--- src/rtl/wb_pipe_buf_pkg.sv ---
// Shared write-back defines: NOP address, zero word, write enables
// and the memory-stage result record.
package wb_pipe_buf_pkg;

    localparam int WB_DATA_W = 32;
    localparam int WB_ADDR_W = 5;

    localparam logic [WB_ADDR_W-1:0] NOP_REG_ADDR  = '0;
    localparam logic [WB_DATA_W-1:0] ZERO_WORD     = '0;
    localparam logic                 WRITE_ENABLE  = 1'b1;
    localparam logic                 WRITE_DISABLE = 1'b0;

    typedef struct packed {
        logic [WB_ADDR_W-1:0] wd;
        logic                 wreg;
        logic [WB_DATA_W-1:0] wdata;
        logic [WB_DATA_W-1:0] hi;
        logic [WB_DATA_W-1:0] lo;
        logic                 whilo;
    } wb_entry_t;

endpackage

--- src/rtl/wb_pipe_buf.sv ---
// MEM->WB skid buffer: DEPTH-entry circular queue that presents a
// bubble when empty and counts backpressured cycles.
module wb_pipe_buf
    import wb_pipe_buf_pkg::*;
#(
    parameter int DATA_W = WB_DATA_W,
    parameter int ADDR_W = WB_ADDR_W,
    parameter int DEPTH  = 2
) (
    input  logic              clk,
    input  logic              rst,
    input  logic              flush,
    input  logic              in_valid,
    output logic              in_ready,
    input  logic [ADDR_W-1:0] in_wd,
    input  logic              in_wreg,
    input  logic [DATA_W-1:0] in_wdata,
    input  logic [DATA_W-1:0] in_hi,
    input  logic [DATA_W-1:0] in_lo,
    input  logic              in_whilo,
    output logic              out_valid,
    input  logic              out_ready,
    output logic [ADDR_W-1:0] out_wd,
    output logic              out_wreg,
    output logic [DATA_W-1:0] out_wdata,
    output logic [DATA_W-1:0] out_hi,
    output logic [DATA_W-1:0] out_lo,
    output logic              out_whilo,
    output logic [2:0]        occupancy,
    output logic [15:0]       stall_cnt
);

    localparam int PTR_W = (DEPTH > 2) ? 2 : 1;

    // Same field layout as wb_entry_t, resized to this instance.
    typedef struct packed {
        logic [ADDR_W-1:0] wd;
        logic              wreg;
        logic [DATA_W-1:0] wdata;
        logic [DATA_W-1:0] hi;
        logic [DATA_W-1:0] lo;
        logic              whilo;
    } entry_t;

    entry_t             mem_q [DEPTH];
    logic [PTR_W-1:0]   rd_ptr_q, rd_ptr_d;
    logic [PTR_W-1:0]   wr_ptr_q, wr_ptr_d;
    logic [2:0]         occ_q, occ_d;
    logic [15:0]        stall_q, stall_d;
    logic               full;
    logic               push;
    logic               pop;
    entry_t             head;
    entry_t             in_ent;

    function automatic logic [PTR_W-1:0] ptr_inc(logic [PTR_W-1:0] p);
        return (p == PTR_W'(DEPTH - 1)) ? '0 : p + 1'b1;
    endfunction

    // No pop credit on a full buffer keeps out_ready off the in_ready path.
    always_comb begin
        full      = (occ_q == 3'(DEPTH));
        in_ready  = rst && !full && !flush;
        out_valid = (occ_q != 3'd0);
        push      = in_valid && in_ready;
        pop       = out_valid && out_ready && !flush;
        in_ent    = '{in_wd, in_wreg, in_wdata, in_hi, in_lo, in_whilo};
    end

    always_comb begin
        rd_ptr_d = rd_ptr_q;
        wr_ptr_d = wr_ptr_q;
        occ_d    = occ_q;
        if (flush) begin
            rd_ptr_d = '0;
            wr_ptr_d = '0;
            occ_d    = '0;
        end else begin
            if (push) wr_ptr_d = ptr_inc(wr_ptr_q);
            if (pop)  rd_ptr_d = ptr_inc(rd_ptr_q);
            unique case ({push, pop})
                2'b10:   occ_d = occ_q + 3'd1;
                2'b01:   occ_d = occ_q - 3'd1;
                default: occ_d = occ_q;
            endcase
        end
    end

    always_comb begin
        stall_d = stall_q;
        if (out_valid && !out_ready && stall_q != 16'hFFFF)
            stall_d = stall_q + 16'd1;
    end

    always_ff @(posedge clk or negedge rst) begin
        if (!rst) begin
            rd_ptr_q <= '0;
            wr_ptr_q <= '0;
            occ_q    <= '0;
            stall_q  <= '0;
        end else begin
            rd_ptr_q <= rd_ptr_d;
            wr_ptr_q <= wr_ptr_d;
            occ_q    <= occ_d;
            stall_q  <= stall_d;
        end
    end

    always_ff @(posedge clk or negedge rst) begin
        if (!rst) begin
            for (int i = 0; i < DEPTH; i++) mem_q[i] <= '0;
        end else if (push) begin
            mem_q[wr_ptr_q] <= in_ent;
        end
    end

    always_comb begin
        head      = mem_q[rd_ptr_q];
        occupancy = occ_q;
        stall_cnt = stall_q;
        out_wd    = ADDR_W'(NOP_REG_ADDR);
        out_wreg  = WRITE_DISABLE;
        out_wdata = DATA_W'(ZERO_WORD);
        out_hi    = DATA_W'(ZERO_WORD);
        out_lo    = DATA_W'(ZERO_WORD);
        out_whilo = WRITE_DISABLE;
        if (out_valid) begin
            out_wd    = head.wd;
            out_wreg  = head.wreg;
            out_wdata = head.wdata;
            out_hi    = head.hi;
            out_lo    = head.lo;
            out_whilo = head.whilo;
        end
    end

endmodule

--- config.mk ---
export PLATFORM = sky130hd
export DESIGN_NAME = wb_pipe_buf
export DESIGN_NICKNAME = d
export VERILOG_FILES = /design/src/rtl/wb_pipe_buf_pkg.sv /design/src/rtl/wb_pipe_buf.sv
export SDC_FILE = /design/constraint.sdc
export NUM_CORES = 1
export LEC_CHECK = 0
export ABC_AREA = 1
export CORE_ASPECT_RATIO = 1.4
export CORE_MARGIN = 3
export CORE_UTILIZATION = 25
export DETAILED_ROUTE_END_ITERATION = 10
export GPL_ROUTABILITY_DRIVEN = 0
export MAX_ROUTING_LAYER = met4
export PLACE_DENSITY = 0.45
export SYNTH_ARGS = -nofsm -noshare
export SYNTH_HDL_FRONTEND = slang
export SYNTH_SLANG_ARGS = --single-unit
--- constraint.sdc ---
create_clock -name clk -period 4.4 [get_ports clk]
set_input_delay 0.66 -clock clk [delete_from_list [all_inputs] [get_ports clk]]
set_output_delay 0.66 -clock clk [all_outputs]
set_load 0.01 [all_outputs]
After elaboration in Yosys (flattened, before gate mapping)
Cells that the tools add are included.
{"block": "totals", "out_inout_bits": 124, "mem_bits_ro": 0, "latch_bits": 0, "ramBits": 0, "wordCells": 65, "ff_bits": 227, "n_memories": 0}
{"block": "op_classes", "n_shift": 0, "reduce_logical": 15, "n_mul": 0, "div_mod_pow": 0, "n_eq_ne": 4, "n_mux": 20, "magnitude_cmp": 3, "bitwise_logic": 2, "n_addsub": 5}
{"op": "103-bit 2-to-1 mux", "n": 4}
{"op": "206-bit bitwise mux", "n": 1}
{"op": "103-bit demux with 1-bit select", "n": 1}
{"op": "32-bit 2-to-1 mux", "n": 3}
{"op": "16-bit by 1-bit adder with 16-bit output (second input constant)", "n": 1}
{"op": "16-bit != test (second input constant)", "n": 1}
{"op": "1-bit logical AND", "n": 8}
{"op": "1-bit 2-to-1 mux", "n": 8}
{"op": "3-bit one-hot mux with 2 select lines", "n": 1}
{"op": "3-bit nonzero test", "n": 2}
{"op": "5-bit 2-to-1 mux", "n": 1}
{"op": "2-bit >= comparator (second input constant)", "n": 2}
{"op": "1-bit inverter with 2-bit output", "n": 2}
{"op": "2-bit nonzero test", "n": 2}
{"op": "3-bit by 1-bit adder with 3-bit output (second input constant)", "n": 1}
{"op": "3-bit by 2-bit == test with 1-bit output (second input constant)", "n": 1}
{"op": "1-bit logical NOT", "n": 3}
{"op": "3-bit 2-to-1 mux", "n": 1}
{"op": "3-bit by 1-bit subtractor with 3-bit output (second input constant)", "n": 1}
{"op": "1-bit adder (second input constant)", "n": 2}
{"op": "2-bit by 1-bit == test with 1-bit output (second input constant)", "n": 1}
{"op": "2-bit == test (second input constant)", "n": 1}
{"op": "2-bit by 1-bit < comparator with 1-bit output (second input constant)", "n": 1}

Longest topological paths before layout
Gate-level depths: netlist of run 1.
{"block": "logic_depth", "ltp_word": 8, "ltp_mapped": 14, "ltp_nobuf": 14}

Worst setup path after synthesis of run 1
OpenSTA, ideal clock, no wires.
{"block": "synth_path", "kind": "reg-to-output", "startpoint": "register occ_q[0], in the netlist occupancy[0]", "endpoint": "output out_hi[28]", "arrival_ns": 1.431, "slack_ns": 2.309, "stages_incl_launch_ff": 7, "path_cell_list": "dfrtp_1 > nor2_1 > nand2_1 > clkbuf_1 > clkbuf_1 > nand2_1 > inv_1"}
{"block": "synth_between", "elab_chain_cells": 2}
{"item": "start, declared", "line": "wb_pipe_buf.sv:48", "rtl": "logic [2:0] occ_q, occ_d;"}
{"item": "start signal, assigned", "line": "wb_pipe_buf.sv:99", "rtl": "occ_q <= '0;"}
{"item": "start signal, assigned", "line": "wb_pipe_buf.sv:104", "rtl": "occ_q <= occ_d;"}
{"item": "3-bit nonzero test", "line": "wb_pipe_buf.sv:64", "rtl": "out_valid = (occ_q != 3'd0);"}
{"item": "32-bit 2-to-1 mux", "line": "wb_pipe_buf.sv:127", "rtl": "if (out_valid) begin"}
{"item": "end, declared", "line": "wb_pipe_buf.sv:26", "rtl": "output logic [DATA_W-1:0] out_hi,"}
Every way passes these cells.

Worst setup path after layout of run 1
{"block": "layout_path", "startpoint": "register rd_ptr_q", "endpoint": "output out_wdata[31]"}
{"block": "layout_between", "elab_chain_cells": 5}
{"item": "start, declared", "line": "wb_pipe_buf.sv:46", "rtl": "logic [PTR_W-1:0] rd_ptr_q, rd_ptr_d;"}
{"item": "start signal, assigned", "line": "wb_pipe_buf.sv:102", "rtl": "rd_ptr_q <= rd_ptr_d;"}
{"item": "1-bit inverter with 2-bit output (not written as such)", "line": "wb_pipe_buf.sv:118", "rtl": "head = mem_q[rd_ptr_q];"}
{"item": "103-bit 2-to-1 mux (not written as such) (3 in a row)", "line": "wb_pipe_buf.sv:118"}
{"item": "32-bit 2-to-1 mux", "line": "wb_pipe_buf.sv:127"}
{"item": "end, declared", "line": "wb_pipe_buf.sv:25", "rtl": "output logic [DATA_W-1:0] out_wdata,"}
Every way passes these cells. The select of a mux whose other input is x is not followed.

==> summary.txt, run 1 <==
STA
  – Worst Tran Pin Value: 1.04 ns
  – Skew final: approximately 0.014 ns
  – RSZ-0062 raised after global routing: false
  – Final Cycle Share: between 80% and 90%
  – Relative slew slack: roughly 30%
  – Fmax: ~270 MHz
  – Hold Vio Cnt, Final: 0
  – Pins Over Slew Limit: 0
  – Final setup TNS: 0 ns
  – Final-report setup violation count: 0
  – Post-layout min period: 3.71 ns
  – Worst hold margin: around 0.48 ns

Worst setup path
  – Crit path DAT: 3.05 ns
  – Worst-path maximum fanout: 46
  – Crit Path Class: flip-flop to output pin
  – Crit. End Element: output pin
  – Crit. Startpoint: rd_ptr_q$_DFFE_PN0P_
  – Worst R2R Start: occupancy[0]$_DFFE_PN0P_
  – Reg-to-reg slack, setup: approximately 1.5 ns
  – Startpoint types: flip-flop
  – Worst Path Required: 3.74 ns

Clock network
  – Hold buffer count at CTS: 1
  – Clk slew on worst S/H paths: around 0.060 ns
  – Clk buf depth: 3
  – H-tree Lvls: 1
  – Post-CTS Setup Repair Bufs: 0
  – CTS tree: built
  – Clock root buffer: clkbuf_16
  – Clock sinks: around 230
  – Post-cts sizing count: 0
  – Inserted Clock Buffers: 25
  – Clk_lat worst skew: 0.54 ns

Place
  – Post-DP HPWL: 21.5 mm
  – Port bufs: ~230
  – Placed inst area: 13,900 µm²

Yosys
  – Post-Syn Area per Cell: 7.43 µm²
  – Yosys cell types: 26
  – Adder-cell area share of the yosys netlist: less than 1%
  – Post-synth top cells: nand2_1, dfrtp_1, inv_1, o21ai_0, o21ai_1
  – Syn_nets: 1,617
  – Synth Area in Compound Gates: 10.8%
  – Gate Count Post-Synth: ~1,500
  – Synth area leader: dfrtp_1
  – Yosys top cell area share: 50.7%
  – Top_reg_cell synth: dfrtp_1
  – Largest family of logic cells by synthesized area: simple AND/OR/NAND/NOR gates
  – Synth warnings: 0
  – XOR/XNOR Fraction of Synth Area: less than 1%
  – Synth top area cells: dfrtp_1, nand2_1, inv_1
  – Async SR Flop Fraction: 100%
  – Post-synth EDFFs: 0
  – Mux cell area share after synthesis: 0%
  – Most numerous cell in the Yosys netlist: nand2_1
  – Netlist Area Pre-Place: 11,200 µm²
  – Register area share after synthesis: 50.7%
  – Synth Area in Simple Gates: approximately 26%
  – #FFs+latches synth: 227

Pwr
  – Logic gate share of total power: 38.3%
  – PwrDens: 608 nW/µm²
  – Peak supply drop: 0.000260 V
  – Sw power: 3.25 mW
  – Sw frac: roughly 36%
  – Sequential fraction of design power: roughly two fifths
  – Leak pwr: 7.91 nW
  – Internal power: 5.72 mW
  – Clock share of power: 23.7%

Global routing
  – GR peak layer: met2
  – Vias in the first global route: 9,677
  – Pin count of the biggest net entering global routing: 96
  – Met2 Use GR: about a quarter
  – Grt met1 use: 17.7%
  – Tot GR Track Use: 14.2%
  – First-pass GRT wire length: roughly 53 mm
  – GR Layer Usage met3: ~1.8%
  – Antenna violations before repair: 4
  – Overflow after GRT: 0

Die
  – Die H: 256 µm
  – Row Count: between 90 and 100
  – Die ar.: around 47,000 µm²
  – Starting Density: roughly a quarter
  – IO Pins: 232
  – Core ar.: 44,200 µm²
  – Die Wd: ~180 µm

Finish
  – Filler cells: 4,790
  – Number of nets in the layout: 1,809
  – Area growth, synth to finish: 31.8%
  – Share of post-route cells with drive strength above 1: 6.41%
  – Post-Layout Inst Area: 14,800 µm²

Routing
  – Via-per-instance ratio: about 4.2
  – # DRC: 0
  – WL/cell: between 10 and 15 µm
  – Initial DRC count: 466
  – Initial DRT Pass Iterations: 5
  – DR vias: 9,606
  – Post-route ant nets: 0
  – Total wire length: 32.6 mm

Job
  – Max cap viols: 0

Min path
  – Hold path start: mem_q[141]$_DFFE_PN0P_
  – Min-Delay Path Class: flip-flop to flip-flop

Status
  – Run status: finished, final reports clean
## per-layer routing
metal / up-vias / wire, µm
met5: - / 0
met4: 0 / 868
met3: 48 / 1300
met2: 207 / 16300
met1: 4441 / 14100
li1: 4910 / -
## path summary, 6_finish.rpt
check | end | cells after the start
worst max register to register | occupancy[2]$_DFFE_PN0P_ | 14
worst max-delay path | out_wdata[31] | 7
worst min register to register | mem_q[141]$_DFFE_PN0P_ | 2
max in group asynchronous | mem_q[156]$_DFFE_PN0P_ | 4
min in group asynchronous | mem_q[7]$_DFFE_PN0P_ | 2
worst min-delay path | mem_q[141]$_DFFE_PN0P_ | 2
## cell usage in the layout, fill, tap and decap left out, types with 2 or more instances in the layout
cell type,n
o21ai_0,93
diode_2,4
nor2_1,21
nand2_1,694
xor2_1,2
clkbuf_8,9
o21ai_2,35
a21oi_1,2
nand4_1,9
clkdlybuf4s50_1,230
dfrtp_1,226
buf_12,3
clkinv_2,3
buf_4,11
nand2_2,11
xnor2_1,6
clkbuf_1,6
clkbuf_16,25
o21ai_1,84
nand3b_1,2
nand3_1,9
inv_2,3
inv_1,220
## power groups by stage
stage / clock network [mW] / registers [mW] / logic (mW)
after floorplan: 0 / 3.29 / 2.03
after global placement: 0 / 3.44 / 3.51
after detailed placement: 0 / 3.46 / 3.53
after CTS: 2.22 / 3.43 / 3.55
after global routing: 2.28 / 3.53 / 3.92
final: 2.12 / 3.42 / 3.43
## flip-flops by register name, summed over array words and instances, names as in the netlist
name	flops
occupancy	3
wr_ptr_q	1
stall_cnt	16
rd_ptr_q	1
mem_q	206
## area by class of cell
type | instances | area (µm²) | area share, %
sequential | 227 | 5680 | 38.5
multi-input combinational | 975 | 4230 | 28.7
timing repair buffer | 246 | 2470 | 16.7
inverter | 224 | 843 | 5.71
clock buffer | 40 | 772 | 5.23
tap | 558 | 698 | 4.73
clock inverter | 5 | 53.8 | 0.364
antenna | 4 | 10.0 | 0.0678
## cells by family after synthesis
kind of cell             Yosys count
flip-flops                       227
buffers and inverters            305
AND/OR/NAND/NOR                  750
XOR/XNOR                           8
AO/OA/AOI/OAI                    215
adder cells (fa/ha/maj)            2
## metrics by stage
step / power (mW) / worst slack (ns) / std cells / utilization [%]
2_1_floorplan: 5.33 / 2.31 / 1507 / -
3_3_place_gp: 6.95 / 1.12 / 2229 / 31.5
3_5_place_dp: 6.99 / 1.15 / 2229 / 31.5
4_1_cts: 9.19 / 0.551 / 2275 / 33.4
5_1_grt: 9.73 / 0.465 / 2279 / 33.4
6_report: 8.98 / 0.693 / 2279 / 33.4
## critical path: stages (launching register included)
cell,delay (ns)
dfrtp_4,0.73
inv_4,0.52
buf_4,0.34
nand2_1,0.15
nand2_1,0.09
nand2_1,0.05
inv_1,0.06
clkdlybuf4s50_1,0.53
Power figures use the tool's default switching activity.
==> inputs of run 2 (changes only) <==
Settings changed: PLACE_DENSITY 0.45 to 0.46.
Clock period 4.4 ns to 3.2 ns, I/O delays scaled along.
==> summary.txt, run 2 (synthesis results as in run 1) <==
Status
  – Run status: finished, final reports clean (unchanged)

STA
  – Final Cycle Share: 93.9%
  – Final WS setup: 0.194 ns (was 0.693 ns)
  – Final-report setup violation count: 0 (unchanged)
  – Skew final: 0.0168 ns (was 0.0136 ns)
  – Fmax: approximately 330 MHz
  – Relative slew slack: 41.8% (was 30.4%)
  – Post-layout min period: around 3 ns
  – Pins Over Slew Limit: 0 (unchanged)
  – Hold Vio Cnt, Final: 0 (unchanged)
  – Worst hold margin: 0.0758 ns (was 0.479 ns)
  – Final setup TNS: 0 ns (unchanged)
  – RSZ-0062 raised after global routing: false (unchanged)
  – Worst Tran Pin Value: 0.873 ns (was 1.04 ns)

Global routing
  – Overflow after GRT: 0 (unchanged)
  – Vias in the first global route: 10,000 (was 9,677)
  – First-pass GRT wire length: 53.4 mm (was 52.8 mm)
  – Antenna violations before repair: 2 (was 4)
  – Tot GR Track Use: 14.3% (was 14.2%)
  – Pin count of the biggest net entering global routing: 114 (was 96)

Place
  – Port bufs: 231 (unchanged)
  – Place WS: 0.479 ns (was 1.15 ns)
  – Post-DP HPWL: 21.6 mm (was 21.5 mm)
  – Placed inst area: 14,100 µm² (was 13,900 µm²)
  – Cells after DPL: 2,241 (was 2,229)

Job
  – Max cap viols: 0 (unchanged)

Pwr
  – Sw frac: 35.9% (was 36.3%)
  – Leak pwr: 8.04 nW (was 7.91 nW)
  – Total power: 12.7 mW (was 8.98 mW)
  – Peak supply drop: 0.000455 V (was 0.000260 V)
  – Sequential fraction of design power: 36.5% (was 38.1%)
  – Clock share of power: 24.8% (was 23.7%)
  – Sw power: 4.55 mW (was 3.25 mW)
  – PwrDens: 843 nW/µm² (was 608 nW/µm²)
  – Logic gate share of total power: 38.7% (was 38.3%)
  – Internal power: 8.13 mW (was 5.72 mW)

Worst setup path
  – R2r worst-path depth: 14 (unchanged)
  – Worst-path maximum fanout: 35 (was 46)
  – Startpoint types: flip-flop (unchanged)
  – Worst Path Required: 2.72 ns (was 3.74 ns)
  – Crit. End Element: output pin (unchanged)
  – Crit path DAT: 2.53 ns (was 3.05 ns)
  – Crit Path Class: flip-flop to output pin (unchanged)

Clock network
  – Inserted Clock Buffers: 27 (was 25)
  – H-tree Lvls: 1 (unchanged)
  – CTS tree: built (unchanged)
  – Clk_lat worst skew: 0.55 ns (was 0.54 ns)
  – Clk buf depth: 3 (unchanged)
  – Clock sinks: 227 (unchanged)
  – Clk slew on worst S/H paths: 0.06 ns (about the same)
  – Clock root buffer: clkbuf_16 (unchanged)

Routing
  – Via-per-instance ratio: 4.25 (was 4.22)
  – WL/cell: 14.2 µm (was 14.3 µm)
  – Post-route ant nets: 0 (unchanged)
  – # DRC: 0 (unchanged)
  – Initial DRT Pass Iterations: 5 (unchanged)
  – Initial DRC count: 441 (was 466)
  – Total wire length: 32.5 mm (was 32.6 mm)
  – DR vias: 9,744 (was 9,606)

Finish
  – Share of post-route cells with drive strength above 1: 7.51% (was 6.41%)
  – Finished Core Util: 34.0% (was 33.4%)
  – Max reg flops: 206 (unchanged)
  – Area growth, synth to finish: 34.2% (was 31.8%)
  – Multi-input logic area: 4240 µm² (was 4230 µm²)
  – Commonest non-fill, non-tap cells in the layout: nand2_1, clkdlybuf4s50_1, dfrtp_1 (unchanged)
  – Commonest non-fill, non-tap cell in the layout: nand2_1 (unchanged)
  – Top reg by flops: mem_q (unchanged)
  – Post-Layout Inst Area: 15,000 µm² (was 14,800 µm²)
  – FF+latch area: 5680 µm² (unchanged)
  – Filler cells: 4,699 (was 4,790)
  – Number of nets in the layout: 1,822 (was 1,809)
  – Non-filler cells in the finished layout: 2,292 (was 2,279)

Die
  – Die Wd: 185 µm (unchanged)
  – Core ar.: 44,200 µm² (unchanged)
  – Row Count: 91 (unchanged)
  – Die H: 256 µm (unchanged)
  – IO Pins: 232 (unchanged)
  – Starting Density: 25.4% (unchanged)
  – Die ar.: 47,400 µm² (unchanged)

Min path
  – Min-Delay Path Class: primary input to async pin (was flip-flop to flip-flop)
## run 2: power by group through the flow
stage | combinational, mW | sequential [mW] | clock (mW)
after floorplan | 2.80 | 4.53 | 0
after global placement | 4.98 | 4.64 | 0
after detailed placement | 5.01 | 4.66 | 0
after CTS | 5.05 | 4.62 | 3.29
after global routing | 5.60 | 4.77 | 3.39
final | 4.91 | 4.62 | 3.15
## run 2: worst paths after layout
check | from | end | slack, ns
setup reg to reg | occupancy[0]$_DFFE_PN0P_ | occupancy[2]$_DFFE_PN0P_ | 0.67
setup / recovery | occupancy[0]$_DFFE_PN0P_ | out_lo[21] | 0.19
hold / removal | rst | mem_q[108]$_DFFE_PN0P_ | 0.08
min in group clk | rst | wr_ptr_q$_DFFE_PN0P_ | 0.41
max in group asynchronous | rst | rd_ptr_q$_DFFE_PN0P_ | 1.74
hold reg to reg | mem_q[131]$_DFFE_PN0P_ | mem_q[131]$_DFFE_PN0P_ | 0.48
## run 2: per-layer routing
metal	vias to the layer above	track usage, %	wire, µm
li1	4940	-	-
met1	4568	17.1	14100
met2	193	24.9	16400
met3	43	1.96	1320
met4	0	3.80	646
met5	-	-	0
## run 2: layout make-up
type / instances / area share (%)
flip-flops and latches: 227 / 37.8
diodes: 2 / 0.0333
clock inverters: 14 / 1.04
clock buffers: 35 / 5.03
multi-input cells: 975 / 28.2
repair buffers: 257 / 17.6
well taps: 558 / 4.64
inverters: 224 / 5.60
## run 2: what timing repair did
| item | 4_1_cts | 5_1_grt |
|---|---|---|
| hold buffers | 0 | 0 |
| endpoints found under the setup margin | 71 | 0 |
| resized for setup | 2 | 0 |
| setup buffers | 0 | 0 |
## run 2: critical path, stage by stage (launching register included)
cell and delay [ns]:
dfrtp_1 0.45, nor2_2 0.33, nand2_8 0.27, buf_12 0.27, nand2_1 0.12, inv_1 0.05
clkdlybuf4s50_1 0.48
